**src/rtl/vc_domain_arb_mux_pkg.sv**
```systemverilog
// Shared definitions for the domain-tagged arbitrating mux: domain encodings and clog2 helper.
package vc_domain_arb_mux_pkg;

  localparam int VC_DOMAIN_L = 0;
  localparam int VC_DOMAIN_H = 1;

  function automatic int vc_clog2(input int n);
    int r;
    r = 0;
    while ((1 << r) < n) r++;
    return r;
  endfunction

endpackage

```
**src/rtl/vc_domain_arb_mux_if.sv**
```systemverilog
// Request/response bundle of the domain mux; out_clear only exists with DOMAIN_FILTER_EN.
interface vc_domain_arb_mux_if
  import vc_domain_arb_mux_pkg::*;
#(
  parameter int p_nbits   = 32,
  parameter int p_ninputs = 4,
  parameter int p_dbits   = 1
);
  localparam int p_sbits = vc_clog2(p_ninputs);

  logic [p_ninputs-1:0]         in_val;
  logic [p_ninputs-1:0]         in_rdy;
  logic [p_ninputs*p_nbits-1:0] in_msg;
  logic [p_ninputs*p_dbits-1:0] in_domain;
  logic                         out_val;
  logic                         out_rdy;
  logic [p_nbits-1:0]           out_msg;
  logic [p_dbits-1:0]           out_domain;
  logic [p_sbits-1:0]           out_sel;
`ifdef DOMAIN_FILTER_EN
  logic [p_dbits-1:0]           out_clear;

  modport slave (
    input  in_val, in_msg, in_domain, out_rdy, out_clear,
    output in_rdy, out_val, out_msg, out_domain, out_sel
  );
  modport master (
    output in_val, in_msg, in_domain, out_rdy, out_clear,
    input  in_rdy, out_val, out_msg, out_domain, out_sel
  );
`else
  modport slave (
    input  in_val, in_msg, in_domain, out_rdy,
    output in_rdy, out_val, out_msg, out_domain, out_sel
  );
  modport master (
    output in_val, in_msg, in_domain, out_rdy,
    input  in_rdy, out_val, out_msg, out_domain, out_sel
  );
`endif

endinterface

```
**src/rtl/vc_domain_arb_mux_arb.sv**
```systemverilog
// Round-robin / fixed-priority arbiter; the rotation pointer lives here and advances only on a taken grant.
module vc_rr_arb
  import vc_domain_arb_mux_pkg::*;
#(
  parameter int p_ninputs = 4,
  parameter int p_rr      = 1
) (
  input  logic                 clk,
  input  logic                 reset,
  input  logic [p_ninputs-1:0] req,
  input  logic                 en,
  output logic [p_ninputs-1:0] grant
);
  localparam int p_sbits = vc_clog2(p_ninputs);

  logic [p_sbits-1:0]     ptr;
  logic [p_sbits-1:0]     base;
  logic [p_sbits-1:0]     gnt_idx;
  logic [p_ninputs-1:0]   req_rot;
  logic [p_ninputs-1:0]   first_rot;
  logic [2*p_ninputs-1:0] grant_dbl;
  logic                   found;

  assign base = (p_rr != 0) ? ptr : '0;

  // Rotate requests so the search always starts at bit 0, then rotate the winner back.
  assign req_rot = p_ninputs'({req, req} >> base);

  always_comb begin
    int sum;
    first_rot = '0;
    gnt_idx   = '0;
    found     = 1'b0;
    sum       = 0;
    for (int k = 0; k < p_ninputs; k++) begin
      if (!found && req_rot[k]) begin
        found        = 1'b1;
        first_rot[k] = 1'b1;
        sum          = int'(base) + k;
        if (sum >= p_ninputs) sum = sum - p_ninputs;
        gnt_idx      = p_sbits'(sum);
      end
    end
  end

  assign grant_dbl = {first_rot, first_rot} << base;
  assign grant     = grant_dbl[2*p_ninputs-1:p_ninputs];

  always_ff @(posedge clk) begin
    if (!reset) begin
      ptr <= '0;
    end else if ((p_rr != 0) && en && found) begin
      ptr <= (gnt_idx == p_sbits'(p_ninputs - 1)) ? '0 : gnt_idx + 1'b1;
    end
  end

endmodule

```
**src/rtl/vc_domain_arb_mux.sv**
```systemverilog
// N-input domain-tagged val/rdy mux with arbitration and one registered output slot.
// DOMAIN_FILTER_EN: gate eligibility on in_domain[i] <= out_clear.
module vc_domain_arb_mux
  import vc_domain_arb_mux_pkg::*;
#(
  parameter int p_nbits   = 32,
  parameter int p_ninputs = 4,
  parameter int p_dbits   = 1,
  parameter int p_rr      = 1
) (
  input  logic                clk,
  input  logic                reset,
  vc_domain_arb_mux_if.slave  bus
);
  localparam int p_sbits = vc_clog2(p_ninputs);

  logic                 load;
  logic [p_ninputs-1:0] elig;
  logic [p_ninputs-1:0] grant;
  logic [p_ninputs-1:0] xfer;
  logic [p_nbits-1:0]   msg_d;
  logic [p_dbits-1:0]   dom_d;
  logic [p_sbits-1:0]   sel_d;

  assign load = !bus.out_val || bus.out_rdy;

`ifdef DOMAIN_FILTER_EN
  // Ineligible inputs stay pending; they are never dropped.
  for (genvar i = 0; i < p_ninputs; i++) begin : g_elig
    assign elig[i] = bus.in_val[i] &&
                     (bus.in_domain[i*p_dbits +: p_dbits] <= bus.out_clear);
  end
`else
  assign elig = bus.in_val;
`endif

  vc_rr_arb #(
    .p_ninputs (p_ninputs),
    .p_rr      (p_rr)
  ) u_arb (
    .clk   (clk),
    .reset (reset),
    .req   (elig),
    .en    (load),
    .grant (grant)
  );

  assign xfer       = grant & {p_ninputs{load && reset}};
  assign bus.in_rdy = xfer;

  always_comb begin
    msg_d = '0;
    dom_d = '0;
    sel_d = '0;
    for (int i = 0; i < p_ninputs; i++) begin
      if (grant[i]) begin
        msg_d = bus.in_msg[i*p_nbits +: p_nbits];
        dom_d = bus.in_domain[i*p_dbits +: p_dbits];
        sel_d = p_sbits'(i);
      end
    end
  end

  always_ff @(posedge clk) begin
    if (!reset) begin
      bus.out_val    <= 1'b0;
      bus.out_msg    <= '0;
      bus.out_domain <= p_dbits'(VC_DOMAIN_L);
      bus.out_sel    <= '0;
    end else if (load) begin
      bus.out_val <= |xfer;
      if (|xfer) begin
        bus.out_msg    <= msg_d;
        bus.out_domain <= dom_d;
        bus.out_sel    <= sel_d;
      end
    end
  end

endmodule

```
**src/flat_wrapper.sv**
```systemverilog
// flat-port wrapper written by rule: the top's interface ports become plain ports
module vc_domain_arb_mux_flat import vc_domain_arb_mux_pkg::*;
#(
  parameter int p_nbits   = 32,
  parameter int p_ninputs = 4,
  parameter int p_dbits   = 1,
  parameter int p_rr      = 1
)
  (clk, reset, bus_in_val, bus_in_msg, bus_in_domain, bus_out_rdy, bus_in_rdy, bus_out_val, bus_out_msg, bus_out_domain, bus_out_sel);
  vc_domain_arb_mux_if #(.p_nbits(p_nbits), .p_ninputs(p_ninputs), .p_dbits(p_dbits)) bus_i ();
  input  logic clk;
  input  logic reset;
  input wire logic [$bits(bus_i.in_val)-1:0] bus_in_val;
  input wire logic [$bits(bus_i.in_msg)-1:0] bus_in_msg;
  input wire logic [$bits(bus_i.in_domain)-1:0] bus_in_domain;
  input wire logic [$bits(bus_i.out_rdy)-1:0] bus_out_rdy;
  output wire logic [$bits(bus_i.in_rdy)-1:0] bus_in_rdy;
  output wire logic [$bits(bus_i.out_val)-1:0] bus_out_val;
  output wire logic [$bits(bus_i.out_msg)-1:0] bus_out_msg;
  output wire logic [$bits(bus_i.out_domain)-1:0] bus_out_domain;
  output wire logic [$bits(bus_i.out_sel)-1:0] bus_out_sel;
  assign bus_i.in_val = bus_in_val;
  assign bus_i.in_msg = bus_in_msg;
  assign bus_i.in_domain = bus_in_domain;
  assign bus_i.out_rdy = bus_out_rdy;
  assign bus_in_rdy = bus_i.in_rdy;
  assign bus_out_val = bus_i.out_val;
  assign bus_out_msg = bus_i.out_msg;
  assign bus_out_domain = bus_i.out_domain;
  assign bus_out_sel = bus_i.out_sel;
  vc_domain_arb_mux #(.p_nbits(p_nbits), .p_ninputs(p_ninputs), .p_dbits(p_dbits), .p_rr(p_rr)) u_core (.clk(clk), .reset(reset), .bus(bus_i));
endmodule
```
**config.mk**
```make
export PLATFORM = sky130hd
export DESIGN_NAME = vc_domain_arb_mux_flat
export DESIGN_NICKNAME = d
export VERILOG_FILES = /design/src/rtl/vc_domain_arb_mux_pkg.sv /design/src/rtl/vc_domain_arb_mux_if.sv /design/src/rtl/vc_domain_arb_mux_arb.sv /design/src/rtl/vc_domain_arb_mux.sv /design/src/flat_wrapper.sv
export SDC_FILE = /design/constraint.sdc
export NUM_CORES = 1
export LEC_CHECK = 0
export CAP_MARGIN = 20
export CORE_UTILIZATION = 30
export DETAILED_ROUTE_END_ITERATION = 7
export PLACE_DENSITY_LB_ADDON = 0.12
export SYNTH_ARGS = -nofsm -noshare
export SYNTH_HDL_FRONTEND = slang
export SYNTH_SLANG_ARGS = --single-unit
```
**constraint.sdc**
```tcl
create_clock -name clk -period 1.9 [get_ports clk]
set_input_delay 0.38 -clock clk [delete_from_list [all_inputs] [get_ports clk]]
set_output_delay 0.38 -clock clk [all_outputs]
set_load 0.01 [all_outputs]
```
Word level (Yosys, flattened, before mapping)
Cells that the tools add are included. W data, S select, Z words.

Memories kept: 0. Register bits: 38. Logic and storage cells: 60. ROM bits: 0. Input bits: 139. Memory bits (writable): 0. Output and inout bits: 40. Latch bits: 0.

Order comparisons: 4. Bitwise operators: 1. Multiplexer cells: 27. Equal/unequal tests: 1. Reductions and logical operators: 12. $mul: 0. $add $sub $neg: 8. Div/mod/pow operators: 0. Shift-type cells: 2.

Operators with widths (number): $mux W32 (4); $mux W2 (11); $mux W1 (12); $ge A3 B3 Y1 const B (3); $shl A8 B2 Y8 (1); $shr A8 B2 Y4 (1); $sub A2 B1 Y2 const B (4); $add A2 B2 Y3 const B (2); $logic_and A1 B1 Y1 (5); $and A4 B4 Y4 (1); $logic_not A1 Y1 (4); $reduce_or A4 Y1 (1); $add A2 B1 Y3 const B (1); $ge A2 B3 Y1 const B (1); $add A2 B1 Y2 const B (1); $eq A2 B2 Y1 const B (1); $reduce_and A2 Y1 (1); $logic_or A1 B1 Y1 (1).

Longest topological paths before layout
Gate-level depths: netlist of run 1.

Word-level depth: 16. Depth in mapped cells: 9. Mapped depth without buffers: 5.

Hierarchy
A second synthesis of run 1 with hierarchy kept.

Cells, all modules: 363. Area total of the unflattened synthesis: 2801.4 sq um.

Modules (own cells, without submodules): vc_domain_arb_mux (area an instance 2501.1 sq um, seq. area each 720.7 sq um, cells an instance 324, instances 1); vc_rr_arb (area an instance 300.3 sq um, seq. area each 40.0 sq um, cells an instance 39, instances 1).

Least setup slack after synthesis of run 1
Ideal clock, no wire load.

Path type: input to output. Start: in bus_in_val[3]. End: out bus_in_rdy[1]. Slack: 0.063 ns. Required time: 1.520 ns. Buffers on the path: 3. Arrival time: 1.457 ns. Cell stages on the path: 6. Cells stage by stage: buf_2 > o21ai_1 > o211a_1 > buf_2 > clkbuf_1 > nor2b_1.

Word-level cells in the longest chain between the ends: 13. Elaborated cells between the ends (all ways): 15. Classes of those cells: 2 x shift; 6 x mux; 1 x bitwise; 6 x reduce/logical.

RTL lines: start, declared (line flat_wrapper.sv:13) `input wire logic [$bits(bus_i.in_val)-1:0] bus_in_val;`; $shr A8 B2 Y4 * (line vc_domain_arb_mux_arb.sv:27) `assign req_rot = p_ninputs'({req, req} >> base);`; $mux W1 (line vc_domain_arb_mux_arb.sv:36) `if (!found && req_rot[k]) begin`; $logic_not A1 Y1 (line vc_domain_arb_mux_arb.sv:36); $logic_and A1 B1 Y1 (line vc_domain_arb_mux_arb.sv:36); $mux W1 (line vc_domain_arb_mux_arb.sv:36); $logic_not A1 Y1 (line vc_domain_arb_mux_arb.sv:36); $logic_and A1 B1 Y1 (line vc_domain_arb_mux_arb.sv:36); $mux W1 (line vc_domain_arb_mux_arb.sv:36); $logic_not A1 Y1 (line vc_domain_arb_mux_arb.sv:36); $logic_and A1 B1 Y1 (line vc_domain_arb_mux_arb.sv:36); $mux W1 (line vc_domain_arb_mux_arb.sv:36); $shl A8 B2 Y8 * (line vc_domain_arb_mux_arb.sv:46) `assign grant_dbl = {first_rot, first_rot} << base;`; $and A4 B4 Y4 * (line vc_domain_arb_mux.sv:48) `assign xfer = grant & {p_ninputs{load && reset}};`; end, declared (line flat_wrapper.sv:17) `output wire logic [$bits(bus_i.in_rdy)-1:0] bus_in_rdy;`.

Every way passes the cells marked *; elsewhere a longest branch is shown, timed or not.

Worst setup path in the final report of run 1
Start: in bus_in_val[3]. End: out bus_in_rdy[0].

Same word-level chain as after synthesis.

==> qor.csv, run 1 <==
stage,metric,value,unit
critical_path,worstPathMaxFanout,6,
route,drt-vias-per-instance,5.34,
placement,port_buffers,178,
clock_tree,clockBufferDepth,2,
final_layout,fillers,679,
power_and_ir_drop,power_frac_seq,34.4,%
synth,yosys.area_share.adder,0,%
power_and_ir_drop,switching_power,0.000925,W
route,drcViolationCount,0,
grt,grt_pass1_vias,2812,
critical_path,worstSetupPathType,primary input to output pin,
final_layout,fin_area,4430,sq um
synth,ys_seq_area_share,32.6,%
synth,syn_area,2330,sq um
grt,antenna_found_initial,0,
synth,synth-simple-area-share,12.4,%
sta,setup_viol,0,
sta,rsz0062_at_grt,true,
power_and_ir_drop,power_density,638,nW/um^2
sta,max_freq,526,MHz
final_layout,layout_common_cells,"clkdlybuf4s50_1, o21ai_1, dfxtp_1, nand2_1, a222oi_1",
clock_tree,cts_tree,done,
placement,placed_cell_area,4270,sq um
critical_path,rr_endpoint,u_core.bus.out_msg[29],
sta,min_period_over_period,100,%
grt,grt.overflow.total,0,
worst_hold_path,hold_depth,2,
clock_tree,holdBufCountCts,0,
synth,synth_top_area_share,32.6,%
route,drt_iter0_drc,196,
clock_tree,path_clk_slew,0.07,ns
grt,grt_max_degree,35,
synth,syn_area_per_cell,8.18,sq um
critical_path,crit_arrival,1.52,ns
power_and_ir_drop,power_switching_share,32.7,%
route,wirelength,9810,microns
sta,final.setup_skew,0.00630,ns
sta,fin_crit,1.90,ns
clock_tree,cts_buffers,5,
route,num_vias,3047,
power_and_ir_drop,ir_drop,0.332,mV
synth,yosysTopAreaCell,dfxtp_1,
synth,synth_edf_count,0,
floorplanning,initial_core_util,31.6,%
synth,syn_inst,285,
synth,synth-seq-cells,38,
floorplanning,dieWidth,90.2,microns
power_and_ir_drop,clkPwrFrac,19.6,%
sta,finalHoldViolCount,0,
worst_hold_path,min_to,u_core.bus.out_msg[24],
final_layout,layout_commonest_cell,clkdlybuf4s50_1,
power_and_ir_drop,p_leak,1.61,nW
sta,max-slew-margin-rel,67.3,%
critical_path,critPathLaunchType,primary input,
clock_tree,clock-sinks,38,
synth,ys_warn_count,0,
critical_path,crit_path_end_kind,output pin,
floorplanning,num_rows,31,
power_and_ir_drop,combPwrFrac,45.9,%
final_layout,nets,610,
placement,gp_congestion,0.759,
clock_tree,root_buffer,clkbuf_8,
clock_tree,h-tree-depth,2,
floorplanning,ios,179,
synth,synth.area.top_cells,"dfxtp_1, a222oi_1, o21bai_1",
final_layout,area_delta_synth_final,90.0,%
route,dr.pass1.iters,8,
worst_hold_path,hp-start,u_core.bus.out_msg[24],
synth,synth_nets,424,
placement,place_ws,-0.694,ns
power_and_ir_drop,internal_power,0.00190,W
synth,synthMuxAreaShare,0.429,%
final_layout,n_antenna_cell,0,
final_layout,drive_gt1_share,13.8,%
worst_hold_path,worst_hold_path_type,flip-flop to flip-flop,
critical_path,reg2reg_depth,7,
synth,synth_compound_area_share,45.2,%
critical_path,r2r_start,u_core.u_arb.base[0],
route,drt-wirelength-per-cell,17.2,microns
floorplanning,die_h,90.2,microns
sta,setup_tns,0,ns
synth,synth_cell_type_count,35,
synth,synth-async-reset-ratio,0,%
route,ant_nets,0,
floorplanning,die-area,8130,sq um
floorplanning,coreArea,7370,sq um
outcome,status,"complete, no violations",
synth,synth_top_family_by_area,compound AO/OA/AOI/OAI gates,
placement,dpl.hpwl,6550,microns
grt,grt_pass1_wl,14400,microns
grt,grt_usage,22.1,%
critical_path,required,1.52,ns
critical_path,r2r_setup_slack,0.08,ns
flow_run,cap_violations,0,
sta,worst_slack,0.000545,ns
sta,max_slew.worst_pin.slew,0.489,ns
synth,synth_ff_type,dfxtp_1,
clock_tree,clk-insertion-delay-late,0.29,ns
sta,drv_slew,0,
synth,synth-xor-area-share,0,%
==> logic make-up after synthesis <==
group	count (synthesis)
buf+inv	35
flops	38
compound gates	150
mux	1
simple gates	61
==> area by class of cell <==
| class | count | area [sq um] | area share [%] |
|---|---|---|---|
| clock buffers | 6 | 72.6 | 1.64 |
| clock inverters | 2 | 13.8 | 0.311 |
| inverters | 2 | 7.51 | 0.169 |
| multi-input cells | 215 | 1440 | 32.5 |
| flip-flops and latches | 38 | 768 | 17.3 |
| well taps | 99 | 124 | 2.80 |
| repair buffers | 209 | 2010 | 45.3 |
==> worst max-delay path by stage <==
stage	depth (start not counted)	slack (ns)	startpoint	endpoint
floorplan	6	0.06	bus_in_val[3]	bus_in_rdy[1]
global placement	6	-0.69	bus_in_val[2]	bus_in_rdy[0]
detailed placement	6	-0.69	bus_in_val[2]	bus_in_rdy[0]
CTS	5	-0.01	u_core.u_arb.base[1]	bus_in_rdy[3]
global route	5	-0.06	bus_in_val[3]	bus_in_rdy[0]
finish	5	0.0005	bus_in_val[3]	bus_in_rdy[0]
==> power groups by stage <==
stage	clock (W)	combinational (W)	sequential (W)
2_1_floorplan	0	0.000522	0.00104
3_3_place_gp	0	0.00123	0.000987
3_5_place_dp	0	0.00124	0.000992
4_1_cts	0.000575	0.00125	0.000975
5_1_grt	0.000607	0.00139	0.000990
6_report	0.000555	0.00130	0.000974
==> synthesized netlist by cell type (all sizes together), types with 2 or more instances <==
library cell and number:
a21oi 5, a222oi 33, buf 19, clkbuf 14
dfxtp 38, inv 2, nand2 37, nand2b 2
nor2 7, nor2b 9, nor3 2, nor3b 2
o211a 2, o21a 2, o21ai 69, o21bai 32
o221a 2
==> sequential cells by signal, summed over array words and instances, names as in the netlist <==
| name | cells |
|---|---|
| u_core.bus.out_msg | 32 |
| u_core.bus.out_sel | 2 |
| u_core.u_arb.base | 2 |
| u_core.bus.out_domain | 1 |
| u_core.bus.out_val | 1 |
==> critical path, stage by stage <==
cell and delay (ns):
dlygate4sd2_1 0.35, nor3b_1 0.09, o31a_1 0.33, nor2b_1 0.14
clkdlybuf4s15_2 0.22
==> layer usage <==
layer / GRT usage, % / share of wire, %
met5: 0 / 0
met4: 5.51 / 1.2
met2: 39.6 / 50
met1: 25.9 / 42
met3: 5.92 / 7.5
==> per-stage QoR <==
stage	utilization (%)	total power (W)	std cells	hold slack [ns]
6_report	60.1	0.00283	571	0.449
3_3_place_gp	58.0	0.00222	557	0.437
5_1_grt	60.1	0.00299	571	0.476
3_5_place_dp	58.0	0.00223	557	0.441
2_1_floorplan	-	0.00156	285	0.474
4_1_cts	59.5	0.00280	566	0.451
==> what timing repair did <==
item | in CTS | in global routing
resized for setup | 27 | 8
endpoints found under the setup margin | 38 | 7
pin swaps | 2 | 4
cloned | 0 | 3
buffers inserted | 1 | 2
endpoints found under the hold margin | 0 | 0
Note: power is estimated with default switching activity, not from simulation.
==> run 2: changes to the inputs <==
--- a/config.mk
+++ b/config.mk
@@ -5,9 +5,10 @@
 export SDC_FILE = /design/constraint.sdc
 export NUM_CORES = 1
 export LEC_CHECK = 0
-export CAP_MARGIN = 20
+export CAP_MARGIN = 30
 export CORE_UTILIZATION = 30
 export DETAILED_ROUTE_END_ITERATION = 7
+export HOLD_SLACK_MARGIN = 0.03
 export PLACE_DENSITY_LB_ADDON = 0.12
 export SYNTH_ARGS = -nofsm -noshare
 export SYNTH_HDL_FRONTEND = slang
==> results of run 2 <==
The final DEF is identical to that of run 1; final timing and power are the same.
==> run 3: changes to the inputs <==
--- a/config.mk
+++ b/config.mk
@@ -7,6 +7,8 @@
 export LEC_CHECK = 0
 export CAP_MARGIN = 30
 export CORE_UTILIZATION = 30
+export CTS_BUF_LIST = sky130_fd_sc_hd__clkbuf_8 sky130_fd_sc_hd__clkbuf_16
+export CTS_CLUSTER_DIAMETER = 150
 export DETAILED_ROUTE_END_ITERATION = 7
 export HOLD_SLACK_MARGIN = 0.03
 export PLACE_DENSITY_LB_ADDON = 0.12
==> run 3 against run 2 <==
  * The flow now finishes with violations (negative setup slack)
  * Flip-flop and latch count stayed put
  * Critical path depth stayed put
  * Utilization unchanged
  * Hold slack worse by 0.0011 ns
  * Routed wire length increased by 0.17%
  * First-iteration DRC count decreased by 8.7%
  * Final area did not move
  * Die area stayed put
  * Global-route usage about the same
  * Clock power down 0.7%
  * Power is essentially flat
  * Critical path type unchanged
  * Highest routed layer unchanged
==> qor.csv, run 3 (same netlist as run 1, synthesis figures left out) <==
stage,metric,value,unit,change
critical_path,cp_num_buf_inv,2,,unchanged
final_layout,area_delta_synth_final,90.0,%,unchanged
sta,max_freq,524,MHz,-0.52%
floorplanning,num_rows,31,,unchanged
route,wirelength,9830,microns,+0.17%
route,ant_nets,0,,unchanged
sta,max-slew-margin-rel,68.2,%,+0.92 points
clock_tree,path_clk_slew,0.08,ns,about the same
route,drt_iter0_drc,179,,-8.7%
critical_path,crit_arrival,1.53,ns,about the same
route,drcViolationCount,0,,unchanged
clock_tree,clockBufferDepth,2,,unchanged
floorplanning,initial_core_util,31.6,%,unchanged
grt,grt.overflow.total,0,,unchanged
sta,finalHoldViolCount,0,,unchanged
clock_tree,cts_tree,done,,
final_layout,n_antenna_cell,0,,unchanged
sta,fin_crit,1.91,ns,+0.0100 ns
flow_run,cap_violations,0,,unchanged
final_layout,nets,610,,unchanged
sta,rsz0062_at_grt,true,,
sta,drv_slew,0,,unchanged
critical_path,worstSetupPathType,primary input to output pin,,
placement,gp_congestion,0.759,,unchanged
critical_path,critPathLaunchType,primary input,,
sta,min_period_over_period,100,%,+0.53 points
clock_tree,cts_buffers,5,,unchanged
clock_tree,root_buffer,clkbuf_8,,
clock_tree,h-tree-depth,2,,unchanged
final_layout,fillers,679,,unchanged
critical_path,required,1.52,ns,about the same
grt,grt_usage,22.1,%,about the same
power_and_ir_drop,ir_drop,0.331,mV,-0.10%
floorplanning,ios,179,,unchanged
route,drt-wirelength-per-cell,17.2,microns,+0.17%
power_and_ir_drop,power_density,638,nW/um^2,about the same
critical_path,path_delay_family,buffers and inverters,,
sta,worst_slack,-0.00945,ns,-0.0100 ns
critical_path,critical-path-max-stage-delay,0.36,ns,about the same
final_layout,largest_register_ffs,32,,unchanged
grt,antenna_found_initial,0,,unchanged
sta,final.setup_skew,0.00635,ns,+0.0000487 ns
final_layout,regMostFlops,u_core.bus.out_msg,,
grt,grt_pass1_vias,2810,,-0.071%
sta,setup_tns,-0.00945,ns,-0.00945 ns
clock_tree,clock-sinks,38,,unchanged
critical_path,crit_path_cell_trace,dlygate4sd2_1 -> nor3b_1 -> o31a_1 -> nor2b_1 -> clkdlybuf4s15_2,,
floorplanning,dieWidth,90.2,microns,unchanged
worst_hold_path,worst_hold_path_type,flip-flop to flip-flop,,
critical_path,worst_path_max_delay_cell,dlygate4sd2_1,,
floorplanning,die_h,90.2,microns,unchanged
clock_tree,clk-insertion-delay-late,0.29,ns,about the same
power_and_ir_drop,p_leak,1.62,nW,+0.26%
placement,port_buffers,178,,unchanged
route,drt-vias-per-instance,5.30,,-0.62%
final_layout,layout_common_cells,"clkdlybuf4s50_1, o21ai_1, dfxtp_1, nand2_1, a222oi_1",,
sta,setup_viol,1,,+1
critical_path,crit_path_end_kind,output pin,,
route,dr.pass1.iters,8,,unchanged
final_layout,drive_gt1_share,13.8,%,unchanged
clock_tree,holdBufCountCts,0,,unchanged
final_layout,layout_commonest_cell,clkdlybuf4s50_1,,
outcome,status,finished with violations,,
sta,max_slew.worst_pin.slew,0.475,ns,-0.0137 ns
placement,dpl.hpwl,6550,microns,unchanged
power_and_ir_drop,fin_total_pwr,0.00283,W,about the same
floorplanning,die-area,8130,sq um,unchanged
floorplanning,coreArea,7370,sq um,unchanged
grt,grt_max_degree,35,,unchanged
grt,grt_pass1_wl,14400,microns,+0.15%
critical_path,worstPathMaxFanout,6,,unchanged
route,num_vias,3028,,-0.62%
outcome,violations,negative setup slack,,
[run 3: routing by layer]
layer | global-route usage, % | routed length (microns) | up-vias
met2 | 39.5 | 4860 | 123
met4 | 5.51 | 121 | 0
met3 | 5.92 | 792 | 9
li1 | - | - | 1470
met5 | 0 | 0 | -
met1 | 26.0 | 4060 | 1426
[run 3: final cells by class]
type                            instances  area [sq um]  share of cell area [%]
Tap cell                               99           124                    2.80
Timing Repair Buffer                  209          2010                    45.3
Clock buffer                            5          68.8                    1.55
Clock inverter                          3          17.5                   0.395
Sequential cell                        38           768                    17.3
Multi-Input combinational cell        215          1440                    32.5
Inverter                                2          7.51                   0.169
[run 3: repair_timing]
action                                 in CTS  in global routing
setup buffers                               1                  2
cloned                                      0                  3
gates resized for setup                    27                  8
setup endpoints to repair                  38                  7
pin swaps                                   2                  4
endpoints found under the hold margin       0                  0
[run 3: worst reg2reg max path: stages, from the launching register on]
cell and delay [ns]:
dfxtp_4 0.36, nor2b_4 0.11, nor3b_1 0.05, o31a_1 0.33
buf_4 0.14, buf_4 0.19, a222oi_1 0.44, o21ai_1 0.09
[run 3: worst paths after layout]
path	cells past startpoint	startpoint	end	slack, ns
max	5	bus_in_val[3]	bus_in_rdy[0]	-0.009
min	2	u_core.bus.out_msg[11]	u_core.bus.out_msg[11]	0.45
max reg2reg	7	u_core.u_arb.base[0]	u_core.bus.out_msg[29]	0.07
min reg2reg	2	u_core.bus.out_msg[11]	u_core.bus.out_msg[11]	0.45
[run 3: power by group]
| part | switching [W] | internal, W |
|---|---|---|
| Combinational | 0.000570 | 0.000731 |
| Sequential | 0.0000609 | 0.000914 |
| Clock | 0.000298 | 0.000254 |
| Total | 0.000929 | 0.00190 |
[run 3: through the flow]
step / setup WS [ns] / hold slack (ns) / utilization [%] / cell area (sq um) / std cells
after global routing: -0.0579 / 0.476 / 60.1 / 4430 / 571
after floorplan: 0.0630 / 0.474 / - / 2330 / 285
after CTS: -0.0141 / 0.451 / 59.5 / 4380 / 566
after detailed placement: -0.694 / 0.441 / 58.0 / 4270 / 557
after global placement: -0.694 / 0.437 / 58.0 / 4270 / 557
final: -0.00945 / 0.448 / 60.1 / 4430 / 571
